[src/rtl/note_history_tubs.sv]
// note_history_tubs: debounced note recorder with a scrollable history window.
// Live note codes are accepted once they hold steady for STABLE samples; in
// RECORD mode accepted notes are shifted into a newest-first history, which
// REVIEW mode pages through WIN entries at a time.
module note_history_tubs #(
  parameter int DEPTH  = 16,
  parameter int WIN    = 8,
  parameter int NOTE_W = 5,
  parameter int STABLE = 4,
  localparam int CW = $clog2(DEPTH + 1),
  localparam int OW = (DEPTH > 1) ? $clog2(DEPTH) : 1
) (
  input  logic                  clk,
  input  logic                  rst,
  input  logic [1:0]            mode,
  input  logic [NOTE_W-1:0]     music,
  input  logic                  clr,
  input  logic                  scroll,
  output logic [WIN*NOTE_W-1:0] win_notes,
  output logic [1:0]            cur_oct,
  output logic [2:0]            cur_deg,
  output logic [CW-1:0]         count,
  output logic                  full,
  output logic [OW-1:0]         offset
);

  localparam int SW  = $clog2(STABLE + 1);
  localparam int CW1 = CW + 1;
  localparam logic [NOTE_W-1:0] NOTE_MAX = NOTE_W'(21);

  typedef enum logic [1:0] {
    MODE_IDLE   = 2'd0,
    MODE_PLAY   = 2'd1,
    MODE_RECORD = 2'd2,
    MODE_REVIEW = 2'd3
  } mode_e;

  // Octave of a note code: 1..7 low, 8..14 mid, 15..21 high, anything else none.
  function automatic logic [1:0] note_oct(input logic [NOTE_W-1:0] n);
    logic [1:0] o;
    if (n >= NOTE_W'(1) && n <= NOTE_W'(7)) begin
      o = 2'd1;
    end else if (n >= NOTE_W'(8) && n <= NOTE_W'(14)) begin
      o = 2'd2;
    end else if (n >= NOTE_W'(15) && n <= NOTE_MAX) begin
      o = 2'd3;
    end else begin
      o = 2'd0;
    end
    return o;
  endfunction

  // Scale degree 1..7 of a note code, 0 for rest or out-of-range codes.
  function automatic logic [2:0] note_deg(input logic [NOTE_W-1:0] n);
    logic [NOTE_W-1:0] d;
    if (n >= NOTE_W'(1) && n <= NOTE_W'(7)) begin
      d = n;
    end else if (n >= NOTE_W'(8) && n <= NOTE_W'(14)) begin
      d = n - NOTE_W'(7);
    end else if (n >= NOTE_W'(15) && n <= NOTE_MAX) begin
      d = n - NOTE_W'(14);
    end else begin
      d = NOTE_W'(0);
    end
    return d[2:0];
  endfunction

  logic [NOTE_W-1:0]     hist_r [DEPTH];
  logic [NOTE_W-1:0]     prev_r;
  logic [NOTE_W-1:0]     last_acc_r;
  logic [SW-1:0]         stab_r;
  logic [SW-1:0]         stab_nxt_s;
  mode_e                 mode_r;
  mode_e                 mode_s;
  logic [CW-1:0]         count_r;
  logic [CW-1:0]         count_nxt_s;
  logic [OW-1:0]         offset_r;
  logic [OW-1:0]         offset_nxt_s;
  logic [CW-1:0]         max_off_s;
  logic [CW1-1:0]        off_inc_s;
  logic [CW1-1:0]        pos_s;
  logic                  full_r;
  logic [WIN*NOTE_W-1:0] win_r;
  logic [WIN*NOTE_W-1:0] win_s;
  logic [1:0]            oct_r;
  logic [2:0]            deg_r;
  logic [NOTE_W-1:0]     focus_s;
  logic                  mode_chg_s;
  logic                  same_s;
  logic                  accept_s;
  logic                  valid_s;
  logic                  push_s;

  // Debounce: run length of identical samples, acceptance and push decision.
  always_comb begin
    mode_s     = mode_e'(mode);
    mode_chg_s = (mode_s != mode_r);
    // A zero run length (just out of reset) makes any sample count as new.
    same_s     = (music == prev_r) && (stab_r != SW'(0));
    if (mode_chg_s || !same_s) begin
      stab_nxt_s = SW'(1);
    end else if (stab_r < SW'(STABLE)) begin
      stab_nxt_s = stab_r + SW'(1);
    end else begin
      stab_nxt_s = stab_r;
    end
    // Accept only on the transition into STABLE, not while saturated.
    accept_s = !mode_chg_s && same_s && (stab_r == SW'(STABLE - 1));
    valid_s  = (music >= NOTE_W'(1)) && (music <= NOTE_MAX);
    push_s   = accept_s && (mode_s == MODE_RECORD) && valid_s &&
               (music != last_acc_r) && !clr;
  end

  // Next count and review offset; offset only moves while staying in REVIEW.
  always_comb begin
    if (push_s && (count_r != CW'(DEPTH))) begin
      count_nxt_s = count_r + CW'(1);
    end else begin
      count_nxt_s = count_r;
    end
    if (count_r > CW'(WIN)) begin
      max_off_s = count_r - CW'(WIN);
    end else begin
      max_off_s = CW'(0);
    end
    off_inc_s = CW1'(offset_r) + CW1'(1);
    if ((mode_s != MODE_REVIEW) || (mode_r != MODE_REVIEW)) begin
      offset_nxt_s = OW'(0);
    end else if (scroll) begin
      if (off_inc_s > CW1'(max_off_s)) begin
        offset_nxt_s = OW'(0);
      end else begin
        offset_nxt_s = offset_r + OW'(1);
      end
    end else begin
      offset_nxt_s = offset_r;
    end
  end

  // Window contents and focus note derived from the current history state.
  always_comb begin
    win_s   = {(WIN*NOTE_W){1'b0}};
    pos_s   = CW1'(0);
    focus_s = NOTE_W'(0);
    for (int k = 0; k < WIN; k++) begin
      pos_s = CW1'(offset_r) + CW1'(k);
      if (pos_s < CW1'(count_r)) begin
        win_s[k*NOTE_W +: NOTE_W] = hist_r[pos_s[OW-1:0]];
      end else begin
        win_s[k*NOTE_W +: NOTE_W] = NOTE_W'(0);
      end
    end
    case (mode_s)
      MODE_PLAY, MODE_RECORD: focus_s = music;
      MODE_REVIEW: begin
        if (CW'(offset_r) < count_r) begin
          focus_s = hist_r[offset_r];
        end else begin
          focus_s = NOTE_W'(0);
        end
      end
      default: focus_s = NOTE_W'(0);
    endcase
  end

  // Sample tracking: previous sample, run length and last seen mode.
  always_ff @(posedge clk or negedge rst) begin
    if (!rst) begin
      prev_r <= NOTE_W'(0);
      stab_r <= SW'(0);
      mode_r <= MODE_IDLE;
    end else begin
      prev_r <= music;
      stab_r <= stab_nxt_s;
      mode_r <= mode_s;
    end
  end

  // Last accepted value, used to suppress repeated pushes of the same note.
  always_ff @(posedge clk or negedge rst) begin
    if (!rst) begin
      last_acc_r <= NOTE_W'(0);
    end else if (clr) begin
      last_acc_r <= NOTE_W'(0);
    end else if (accept_s) begin
      last_acc_r <= music;
    end
  end

  // History shift buffer, entry count, full flag and review offset.
  always_ff @(posedge clk or negedge rst) begin
    if (!rst) begin
      for (int i = 0; i < DEPTH; i++) hist_r[i] <= NOTE_W'(0);
      count_r  <= CW'(0);
      full_r   <= 1'b0;
      offset_r <= OW'(0);
    end else if (clr) begin
      for (int i = 0; i < DEPTH; i++) hist_r[i] <= NOTE_W'(0);
      count_r  <= CW'(0);
      full_r   <= 1'b0;
      offset_r <= OW'(0);
    end else begin
      if (push_s) begin
        hist_r[0] <= music;
        for (int i = 1; i < DEPTH; i++) hist_r[i] <= hist_r[i-1];
      end
      count_r  <= count_nxt_s;
      full_r   <= (count_nxt_s == CW'(DEPTH));
      offset_r <= offset_nxt_s;
    end
  end

  // Registered display outputs: window and focus note octave/degree.
  always_ff @(posedge clk or negedge rst) begin
    if (!rst) begin
      win_r <= {(WIN*NOTE_W){1'b0}};
      oct_r <= 2'd0;
      deg_r <= 3'd0;
    end else begin
      win_r <= win_s;
      oct_r <= note_oct(focus_s);
      deg_r <= note_deg(focus_s);
    end
  end

  assign win_notes = win_r;
  assign cur_oct   = oct_r;
  assign cur_deg   = deg_r;
  assign count     = count_r;
  assign full      = full_r;
  assign offset    = offset_r;

endmodule

[config.mk]
export PLATFORM = sky130hd
export DESIGN_NAME = note_history_tubs
export DESIGN_NICKNAME = d
export VERILOG_FILES = /design/src/rtl/note_history_tubs.sv
export SDC_FILE = /design/constraint.sdc
export NUM_CORES = 1
export LEC_CHECK = 0
export BUFFER_PORTS_ARGS = -buffer_cell sky130_fd_sc_hd__buf_4
export CORE_ASPECT_RATIO = 1.5
export CORE_UTILIZATION = 49
export DETAILED_ROUTE_END_ITERATION = 8
export PLACE_DENSITY_LB_ADDON = 0.05
export SKIP_LAST_GASP = 1
export SLEW_MARGIN = 0
export SYNTH_ARGS = -nofsm -noshare
export SYNTH_HDL_FRONTEND = slang
export SYNTH_SLANG_ARGS = --single-unit
[constraint.sdc]
create_clock -name clk -period 5.4 [get_ports clk]
set_input_delay 0 -clock clk [delete_from_list [all_inputs] [get_ports clk]]
set_output_delay 0 -clock clk [all_outputs]
set_load 0.01 [all_outputs]
=== After elaboration in Yosys (flattened, before gate mapping) ===
Cells that the tools add are included.

* Eq/ne operators: 11
* Multiplexer cells: 54
* Bitwise gates (word level): 8
* Add/subtract/negate cells: 13
* Magnitude comparators: 28
* Reductions and logical operators: 23

{| class="wikitable"
|+ Operators with widths
! operator !! count
|-
| 5-bit binary-select mux with 4-bit select || 8
|-
| 80-bit 2-to-1 mux || 2
|-
| 5-bit 2-to-1 mux || 30
|-
| 5-bit greater-or-equal comparator, second input constant || 8
|-
| 4-bit NOT with 5-bit output || 8
|-
| 5-bit less-than comparator || 7
|-
| 4-bit by 3-bit adder with 5-bit output, second input constant || 4
|-
| 4-bit 2-to-1 mux || 4
|-
| 3-bit 2-to-1 mux || 5
|-
| 1-bit logical AND || 12
|-
| 4-bit by 2-bit adder with 5-bit output, second input constant || 2
|-
| 5-bit by 1-bit greater-or-equal comparator with 1-bit output, second input constant || 2
|-
| 5-bit by 4-bit greater-or-equal comparator with 1-bit output, second input constant || 2
|-
| 5-bit <= comparator, second input constant || 2
|-
| 4-bit by 5-bit less-than comparator with 1-bit output || 2
|-
| 5-bit one-hot mux with 2 select lines || 1
|-
| 6-bit by 5-bit greater-than comparator with 1-bit output || 1
|-
| 2-bit 2-to-1 mux || 3
|-
| 2-bit nonzero test || 3
|-
| 3-bit nonzero test || 2
|-
| 3-bit subtractor, second input constant || 2
|-
| 4-bit by 1-bit adder with 5-bit output, second input constant || 1
|-
| 5-bit by 1-bit adder with 5-bit output, second input constant || 1
|-
| 5-bit == test || 1
|-
| 19 further kinds || 24
|}

* Input port bits: 11
* Flip-flop bits (word level): 150
* Output and inout port bits: 55

=== Logic depth before layout (Yosys ltp) ===
Gate-level depths: netlist (run 1).

* Word-level depth: 12
* Depth in mapped cells: 19
* Mapped depth without buffers: 15

=== Least setup slack after synthesis (run 1) ===
OpenSTA, ideal clock, no wires.

* Path type: register to register
* Start point: register offset_r[0] (netlist: offset[0])
* End point: register win_r[15] (netlist: win_notes[15])
* Period minus slack after synthesis: 4.340 ns
* Required time: 5.334 ns
* Cell stages (with the launch flop): 20
* Arrival time: 4.274 ns
* Path buffers: 9
* Slack: 1.060 ns
* Cell sequence: dfrtp_1 buf_4 buf_2 buf_4 buf_2 buf_2 buf_2 inv_1 ha_1 clkbuf_1 clkbuf_1 buf_1 inv_1 ha_1 a21oi_1 nor2b_1 o21ai_0 nand2b_1 a21oi_1 and2_1

* Longest elaborated chain between the ends: 6
* Elaborated cells on any way between the ends: 7

{| class="wikitable"
|+ Ends and longest elaborated chain
! item !! line !! source
|-
| start: declaration || 77 || <nowiki>logic [OW-1:0] offset_r;</nowiki>
|-
| start signal: assignment || 209 || <nowiki>offset_r <= offset_nxt_s;</nowiki>
|-
| 4-bit by 2-bit adder with 5-bit output (*) || 146 || <nowiki>pos_s = CW1'(offset_r) + CW1'(k);</nowiki>
|-
| 4-bit NOT with 5-bit output (not written as such) || 148 || <nowiki>win_s[k*NOTE_W +: NOTE_W] = hist_r[pos_s[OW-1:0]];</nowiki>
|-
| 5-bit binary-select mux with 4-bit select || 148 ||
|-
| 5-bit 2-to-1 mux (not written as such) (2 in series) || 148 ||
|-
| 5-bit 2-to-1 mux (*) || 147 || <nowiki>if (pos_s < CW1'(count_r)) begin</nowiki>
|-
| named net win_s[15] || 84 || <nowiki>logic [WIN*NOTE_W-1:0] win_s;</nowiki>
|-
| end signal: assignment || 216 || <nowiki>win_r <= {(WIN*NOTE_W){1'b0}};</nowiki>
|-
| end signal: assignment || 220 || <nowiki>win_r <= win_s;</nowiki>
|-
| end: declaration || 83 || <nowiki>logic [WIN*NOTE_W-1:0] win_r;</nowiki>
|}

Mark *: on every way through the listed nets, which the timed path passes. The rest lies on a longest branch. The select of a mux whose other input is x is not followed.
A chain may end at the register's enable or synchronous reset.

=== Worst setup path after layout (run 1) ===
* Start point: register offset_r[0] (netlist: offset[0])
* End point: register deg_r[1] (netlist: cur_deg[1])

* Longest elaborated chain between the ends: 11
* Elaborated cells on any way between the ends: 21

{| class="wikitable"
|+ Ends and longest elaborated chain
! item !! line !! source
|-
| 4-bit NOT with 5-bit output (not written as such) || 157 || <nowiki>focus_s = hist_r[offset_r];</nowiki>
|-
| 5-bit binary-select mux with 4-bit select || 157 ||
|-
| 5-bit 2-to-1 mux (not written as such) (2 in series) || 157 ||
|-
| 5-bit 2-to-1 mux (*) || 156 || <nowiki>if (CW'(offset_r) < count_r) begin</nowiki>
|-
| 5-bit one-hot mux with 2 select lines (*) || 153 || <nowiki>case (mode_s)</nowiki>
|-
| 5-bit by 4-bit greater-or-equal comparator with 1-bit output / 5-bit <= comparator (equally long branches) || 60 || <nowiki>end else if (n >= NOTE_W'(15) && n <= NOTE_MAX) begin</nowiki>
|-
| 1-bit logical AND || 60 ||
|-
| 3-bit 2-to-1 mux || 60 ||
|-
| 3-bit 2-to-1 mux || 58 || <nowiki>end else if (n >= NOTE_W'(8) && n <= NOTE_W'(14)) begin</nowiki>
|-
| 3-bit 2-to-1 mux (*) || 56 || <nowiki>if (n >= NOTE_W'(1) && n <= NOTE_W'(7)) begin</nowiki>
|-
| end signal: assignment || 222 || <nowiki>deg_r <= note_deg(focus_s);</nowiki>
|-
| end: declaration || 86 || <nowiki>logic [2:0] deg_r;</nowiki>
|}

Mark *: on every way between the ends. The rest lies on a longest branch, timed or not. The select of a mux whose other input is x is not followed.

==> impl_results.md, run 1 <==
- Reg2reg path depth: 13
- Die height: 180 um
- Post-Route WL: 27400 um
- Post-Syn Nets: between 900 and 1k
- DRC: 0
- Synthesized flop and latch total: 150
- Top FF cell, synth: dfrtp_1
- GRT Total Usage: 26.9%
- Final min period: 4.12 ns
- Synth Warn #: 0
- Slew Limit Fails: 0
- Slew Limit Headroom: 26.6%
- Root buf cell: clkbuf_16
- Post-synth EDFFs: 0
- P_leak: 0.00548 uW
- CP top delay family: compound AO/OA/AOI/OAI gates
- DP HPWL: 19800 um
- Max-cap violations: 0
- Fin crit share: roughly three quarters
- Final ANT Viol Nets: 0
- Horiz. Die Dim: 121 um
- Final Hold Viols: 0
- Global-route wire length before repair: 43900 um
- Max VDD drop: 0.000260 V
- PwrDens: 209 nW/um^2
- Setup crit start: offset[0]
- Pin count of the biggest net entering global routing: 96
- Initial DRT Pass Iterations: 5
- Final setup fails: 0
- GP Congestion: 0.930
- Setup crit end kind: register
- Clock Latency Late Sink: 0.44 ns
- Starting Density: 50.3%
- Clock Tree Buf Depth: 2
- Die area: approximately 22000 sq um
- Input/output buffers: 65
- Vias in the first global route: 7571
- CP required: roughly 5.8 ns
- Sum Neg Setup Slack: 0 ns
- Via count: around 7.5k
- Asr flop ratio synth: 100%
- Crit path launch type: register
- 1st-iter DRT viols: 534
- Max incr delay on CP: 1.09 ns
- Most frequent cells in the layout: dfrtp_1, nor2_1, mux2i_1
- Initial antenna violation count: 0
- Critical Path AT: roughly 4.5 ns
- Area delta synth->final: 13.2%
- Synth Area per Inst: 11.8 sq um
- Sequential area share after synthesis: 36.3%
- Max Fclk: 243 MHz
- Hold Path Class: in -> async
- Unique cell type count in the Yosys netlist: just under 60
- Critical path class: reg -> reg
- Worst setup endpoint: cur_deg[1]
- Fin nets: roughly 1000
- CP Buf/Inv Count: 0
- Clk_skew: 0.00994 ns
- Htree depth: 4
- Worst slew pin tran: 1.09 ns
- Reg clk slew, reported paths: 0.06 ns
- Share of layout cells above drive strength 1: 24.9%
- CTS tree: yes
- Most used cell, CP: nand2_1
- Worst R2R End: cur_deg[1]
- Cells along the critical path: mux2i_1, mux4_2, nor2_1, o22a_1, a22o_1, nand2_1, ha_1, nor2b_1, a31oi_1, a22oi_1, o32ai_2, nand2_1, o21ai_1
- Critical path peak fanout: 65
- Vias/cell: approximately 6.2
- Reg-to-Reg Start: offset[0]
- Clock Sinks: 150
- R2r setup slk: around 1.3 ns
- Cell count after synthesis: 878
- Final Total Pwr: 2440 uW
- Worst path slowest cell: dfrtp_4
- Crit path depth: 13
- PostCTS Resize Cnt: 0
- Most common cell after layout, fill and taps aside: dfrtp_1
- RSZ-0062 raised after global routing: no
- Cts bufs inserted: 17
- GRT Residual Overflow: 0
- Cell Area, Synth: 10400 sq um
- Avg WL per Cell: 22.7 um
- Core area: 20600 sq um
- Outcome: finished, final reports clean
- Top Ports: between 60 and 70
- Antenna diodes: 0
- # rows: 64
synth_stat cells, drive strengths merged (4+ instances only):
cell | count | share of area, %
a22o | 4 | 0.34
buf | 29 | 1.7
clkbuf | 27 | 0.98
a211oi | 13 | 0.94
a21o | 4 | 0.29
a21oi | 24 | 1.2
mux2i | 119 | 12
xnor2 | 10 | 0.85
mux4 | 99 | 22
nor2b | 20 | 1.2
a31oi | 4 | 0.24
o21ai | 23 | 1.1
ha | 55 | 6.6
o21a | 5 | 0.36
inv | 29 | 1.1
mux2 | 14 | 1.6
and2 | 19 | 1.1
nand3 | 6 | 0.29
xor2 | 15 | 1.3
dfrtp | 150 | 36
nand2b | 12 | 0.73
nor2 | 123 | 4.5
nand2 | 33 | 1.2
nor3 | 5 | 0.29
state kept, by name (all words and copies together), names as in the netlist:
| register | flops |
|---|---|
| hist_r | 80 |
| stab_r | 3 |
| cur_deg | 3 |
| mode_r | 2 |
| prev_r | 5 |
| win_notes | 40 |
| cur_oct | 2 |
| full | 1 |
| count | 5 |
| last_acc_r | 5 |
| offset | 4 |
routing by layer:
layer | global-route usage [%] | vias to the layer above | wire, um
li1 | - | 3341 | -
met1 | 32.6 | 3800 | 10800
met2 | 44.8 | 263 | 13800
met3 | 3.99 | 79 | 1150
met4 | 16.9 | 0 | 1670
met5 | 0 | - | 0
layout make-up:
cell class / instances / area (sq um)
sequential: 150 / 3760
inverter: 32 / 120
clock buffer: 19 / 433
multi-input combinational: 640 / 6210
clock inverter: 13 / 156
timing repair buffer: 91 / 709
tap: 264 / 330
fill: 1707 / 8860
through the flow:
step / utilization [%] / worst slack, ns / std cells / hold slack, ns / area (sq um)
floorplan: - / 1.06 / 878 / -0.296 / 10400
global placement: 53.6 / 1.39 / 1168 / 0.0773 / 11000
detailed placement: 53.6 / 1.30 / 1168 / 0.111 / 11000
CTS: 56.9 / 1.28 / 1209 / 0.224 / 11700
global route: 56.9 / 0.940 / 1209 / 0.234 / 11700
finish: 56.9 / 1.28 / 1209 / 0.177 / 11700
logic make-up (layout without fill, tap and decap cells):
kind of cell	count (synthesis)	count (layout)	share of synthesized area [%]
xor gates and xnor gates	25	25	2.12
adders and majority gates	55	55	6.65
buffers and inverters	88	155	3.80
AOI/OAI and AO/OA	98	98	6.44
and+or+nand+nor	230	230	10.1
DFF	150	150	36.3
muxes	232	232	34.6
power by group:
part	switching [uW]	leakage (uW)	internal [uW]	total, uW
Combinational	73.9	0.00314	36.9	111
Clock	476	0.000275	723	1200
Sequential	2.98	0.00207	1130	1140
worst register-to-register path, delay by kind of cell, from the launching register on:
family / cells / cell delay [ns]
adder cells (fa/ha/maj): 1 / 0.25
AO/OA/AOI/OAI: 6 / 1.16
multiplexers: 2 / 0.88
AND/OR/NAND/NOR: 4 / 0.66
flip-flops: 1 / 1.09
worst min path at each step:
stage	start	end	slack (ns)	depth (start not counted)
6_report	rst	prev_r[1]	0.18	2
5_1_grt	clr	count[2]	0.23	2
2_1_floorplan	rst	count[0]	-0.30	0
4_1_cts	rst	prev_r[1]	0.22	2
3_5_place_dp	rst	prev_r[1]	0.11	1
3_3_place_gp	rst	prev_r[1]	0.08	1
what timing repair did:
action                    4_1_cts  5_1_grt
buffers inserted                0        0
hold buffers                    9        0
hold endpoints to repair      101        0
(Power assumes the default switching activity.)
==> inputs of run 2 (changes only) <==
--- a/config.mk
+++ b/config.mk
@@ -5,6 +5,7 @@
 export SDC_FILE = /design/constraint.sdc
 export NUM_CORES = 1
 export LEC_CHECK = 0
+export ABC_AREA = 1
 export BUFFER_PORTS_ARGS = -buffer_cell sky130_fd_sc_hd__buf_4
 export CORE_ASPECT_RATIO = 1.5
 export CORE_UTILIZATION = 49
==> constraint.sdc (replaced) <==
create_clock -name clk -period 3.5 [get_ports clk]
set_input_delay 0 -clock clk [delete_from_list [all_inputs] [get_ports clk]]
set_output_delay 0 -clock clk [all_outputs]
set_load 0.01 [all_outputs]
==> run 2 against run 1 <==
Net effect:
- register-to-register slack lost 0.88 ns
- combinational power grew 58%
- die area shrank 4.3%
- sequential cell count is the same
- hold slack gained 0.049 ns
- critical path depth grew 7
- critical path type unchanged
- critical endpoint unchanged
- largest power group unchanged
==> impl_results.md, run 2 <==
- Max reg flops: 80
- Htree depth: 4
- Reg clk slew, reported paths: roughly 0.06 ns
- PwrDens: 337 nW/um^2
- CTS Hold Bufs: 10
- Synth Area per Inst: 7.52 sq um
- Vias/cell: 5.55
- R2r setup slk: 0.41 ns
- Cell count after synthesis: 1317
- Area delta synth->final: 14.4%
- Post-synth EDFFs: 0
- Synthesized flop and latch total: 150
- Avg WL per Cell: ~18 um
- Setup crit end kind: register
- Top FF cell, synth: dfrtp_1
- Core area: about 20000 sq um
- Synth area leaders: dfrtp_1, nand2_1, o21ai_0, ha_1, inv_1
- Via count: 9154
- P_leak: 0.00525 uW
- Worst R2R End: cur_deg[1]
- CP required: 3.87 ns
- Synth top area share: ~38%
- RSZ-0062 raised after global routing: no
- Root buf cell: clkbuf_16
- Clock Tree Buf Depth: 2
- DRC: 0
- Most frequent cells in the layout: nand2_1, inv_1, dfrtp_1
- Starting Density: 50.0%
- Clock Latency Late Sink: approximately 0.45 ns
- Initial DRT Pass Iterations: 5
- Slew Limit Headroom: 40.7%
- Top-count cell post-synth: nand2_1
- Max VDD drop: 0.000248 V
- Pin count of the biggest net entering global routing: 95
- PostCTS Resize Cnt: 0
- Sum Neg Setup Slack: 0 ns
- Die area: 20800 sq um
- Max Fclk: 323 MHz
- Cts bufs inserted: 17
- DP HPWL: 22500 um
- GRT Residual Overflow: 0
- Share of layout cells above drive strength 1: 13.0%
- Dpl ws: 0.441 ns
- # rows: 63
- Final setup fails: 0
- Post-synth top cells: nand2_1, inv_1, dfrtp_1
- Top Ports: 66
- Cell taking the most area after synthesis: dfrtp_1
- Fillcell total: 1921
- Crit path launch type: register
- Antenna diodes: 0
- GRT Total Usage: 29.8%
- 1st-iter DRT viols: roughly 700
- Max-cap violations: 0
- Unique cell type count in the Yosys netlist: 50
- Critical Path AT: 3.47 ns
- Reg-to-Reg Start: count[2]
- Post-CTS Repair Setup Buffers: 0
- Hold Path Class: in -> async
- GP Congestion: 0.938
- Slew Limit Fails: 0
- Post-Syn Nets: 1383
- Cell Area, Synth: 9900 sq um
- Sequential area share after synthesis: between 30% and 40%
- Final Total Pwr: 3820 uW
- Fin crit share: 88.4%
- Most common cell after layout, fill and taps aside: nand2_1
- CTS tree: yes
- Input/output buffers: 65
- Clk_skew: roughly 0.011 ns
- Largest reg by FF count: hist_r
- Initial antenna violation count: 0
- Critical path class: reg -> reg
- Final ANT Viol Nets: 0
- Reg2reg path depth: 20
- Final min period: 3.09 ns
- Critical path peak fanout: 8
- Post-Route WL: around 30000 um
- Final Hold Viols: 0
- Worst Slack Setup Final: just over 0.4 ns
- Outcome: finished, final reports clean
- Worst slew pin tran: between 0.8 and 0.9 ns
- Global-route wire length before repair: 47400 um
- Horiz. Die Dim: 118 um
- Fin nets: 1441
- Die height: 176 um
- Vias in the first global route: just under 9k
- Clock Sinks: 150
- Synth Warn #: 0
- Asr flop ratio synth: 100%
[run 2: cell types whose count changed after synthesis, sizes merged, moves of 99 or more]
cell	change
inv	+141
mux2i	-104
mux4	-99
nand2	+265
nand3	+103
o21ai	+133
[run 2: stage by stage]
step,area (sq um),cells,util [%],hold WS [ns]
final,11300,1648,57.3,0.225
after global routing,11300,1648,57.3,0.245
after CTS,11300,1648,57.3,0.222
after detailed placement,10600,1606,53.8,0.146
after global placement,10600,1606,53.8,0.148
after floorplan,9900,1317,-,-0.296
[run 2: layer usage]
| layer | share of wire, % | global-route usage (%) |
|---|---|---|
| met1 | 39 | 34.0 |
| met2 | 52 | 53.7 |
| met3 | 4.4 | 4.75 |
| met4 | 4.7 | 15.1 |
| met5 | 0 | 0 |
[run 2: cells by family after synthesis]
group / count (synthesis) / synth area share (%)
AND/OR/NAND/NOR: 518 / 23.0
AO/OA/AOI/OAI: 321 / 18.7
buffers and inverters: 242 / 10.5
flip-flops: 150 / 37.9
adder cells (fa/ha/maj): 55 / 6.95
XOR/XNOR: 16 / 1.42
multiplexers: 15 / 1.52
[run 2: area by class of cell]
class | instances | area, sq um | area share (%)
well taps | 260 | 325 | 2.87
multi-input cells | 925 | 5110 | 45.1
repair buffers | 110 | 905 | 7.98
inverters | 171 | 642 | 5.66
flip-flops and latches | 150 | 3760 | 33.2
clock buffers | 20 | 437 | 3.85
clock inverters | 12 | 154 | 1.36
[run 2: power breakdown]
group,switching [uW],total (uW),leakage [uW],internal [uW]
Combinational,119,175,0.00290,56.0
Clock,769,1890,0.000280,1120
Sequential,4.86,1750,0.00207,1750
[run 2: worst max path at each step]
stage          startpoint          to  cells after the start
2_1_floorplan   offset[1]  cur_deg[2]                     19
3_3_place_gp     count[2]  cur_deg[1]                     20
3_5_place_dp     count[2]  cur_deg[1]                     20
4_1_cts          count[2]  cur_deg[0]                     22
5_1_grt          count[2]  cur_deg[0]                     22
6_report         count[2]  cur_deg[1]                     20
[run 2: worst max-delay path, stage by stage (launching register included)]
cell and delay (ns):
dfrtp_1 0.47, inv_1 0.27, ha_1 0.38, inv_1 0.05, nand2_1 0.05, nand2_1 0.04, nand2_1 0.05, nand2_1 0.04
nor2_1 0.20, buf_4 0.19, nand4_1 0.14, nand2_1 0.16, nand2_2 0.09, inv_2 0.13, ha_1 0.16, inv_1 0.05
nor2_2 0.12, inv_1 0.07, nand3_1 0.14, nand4_1 0.12, nand3_1 0.11
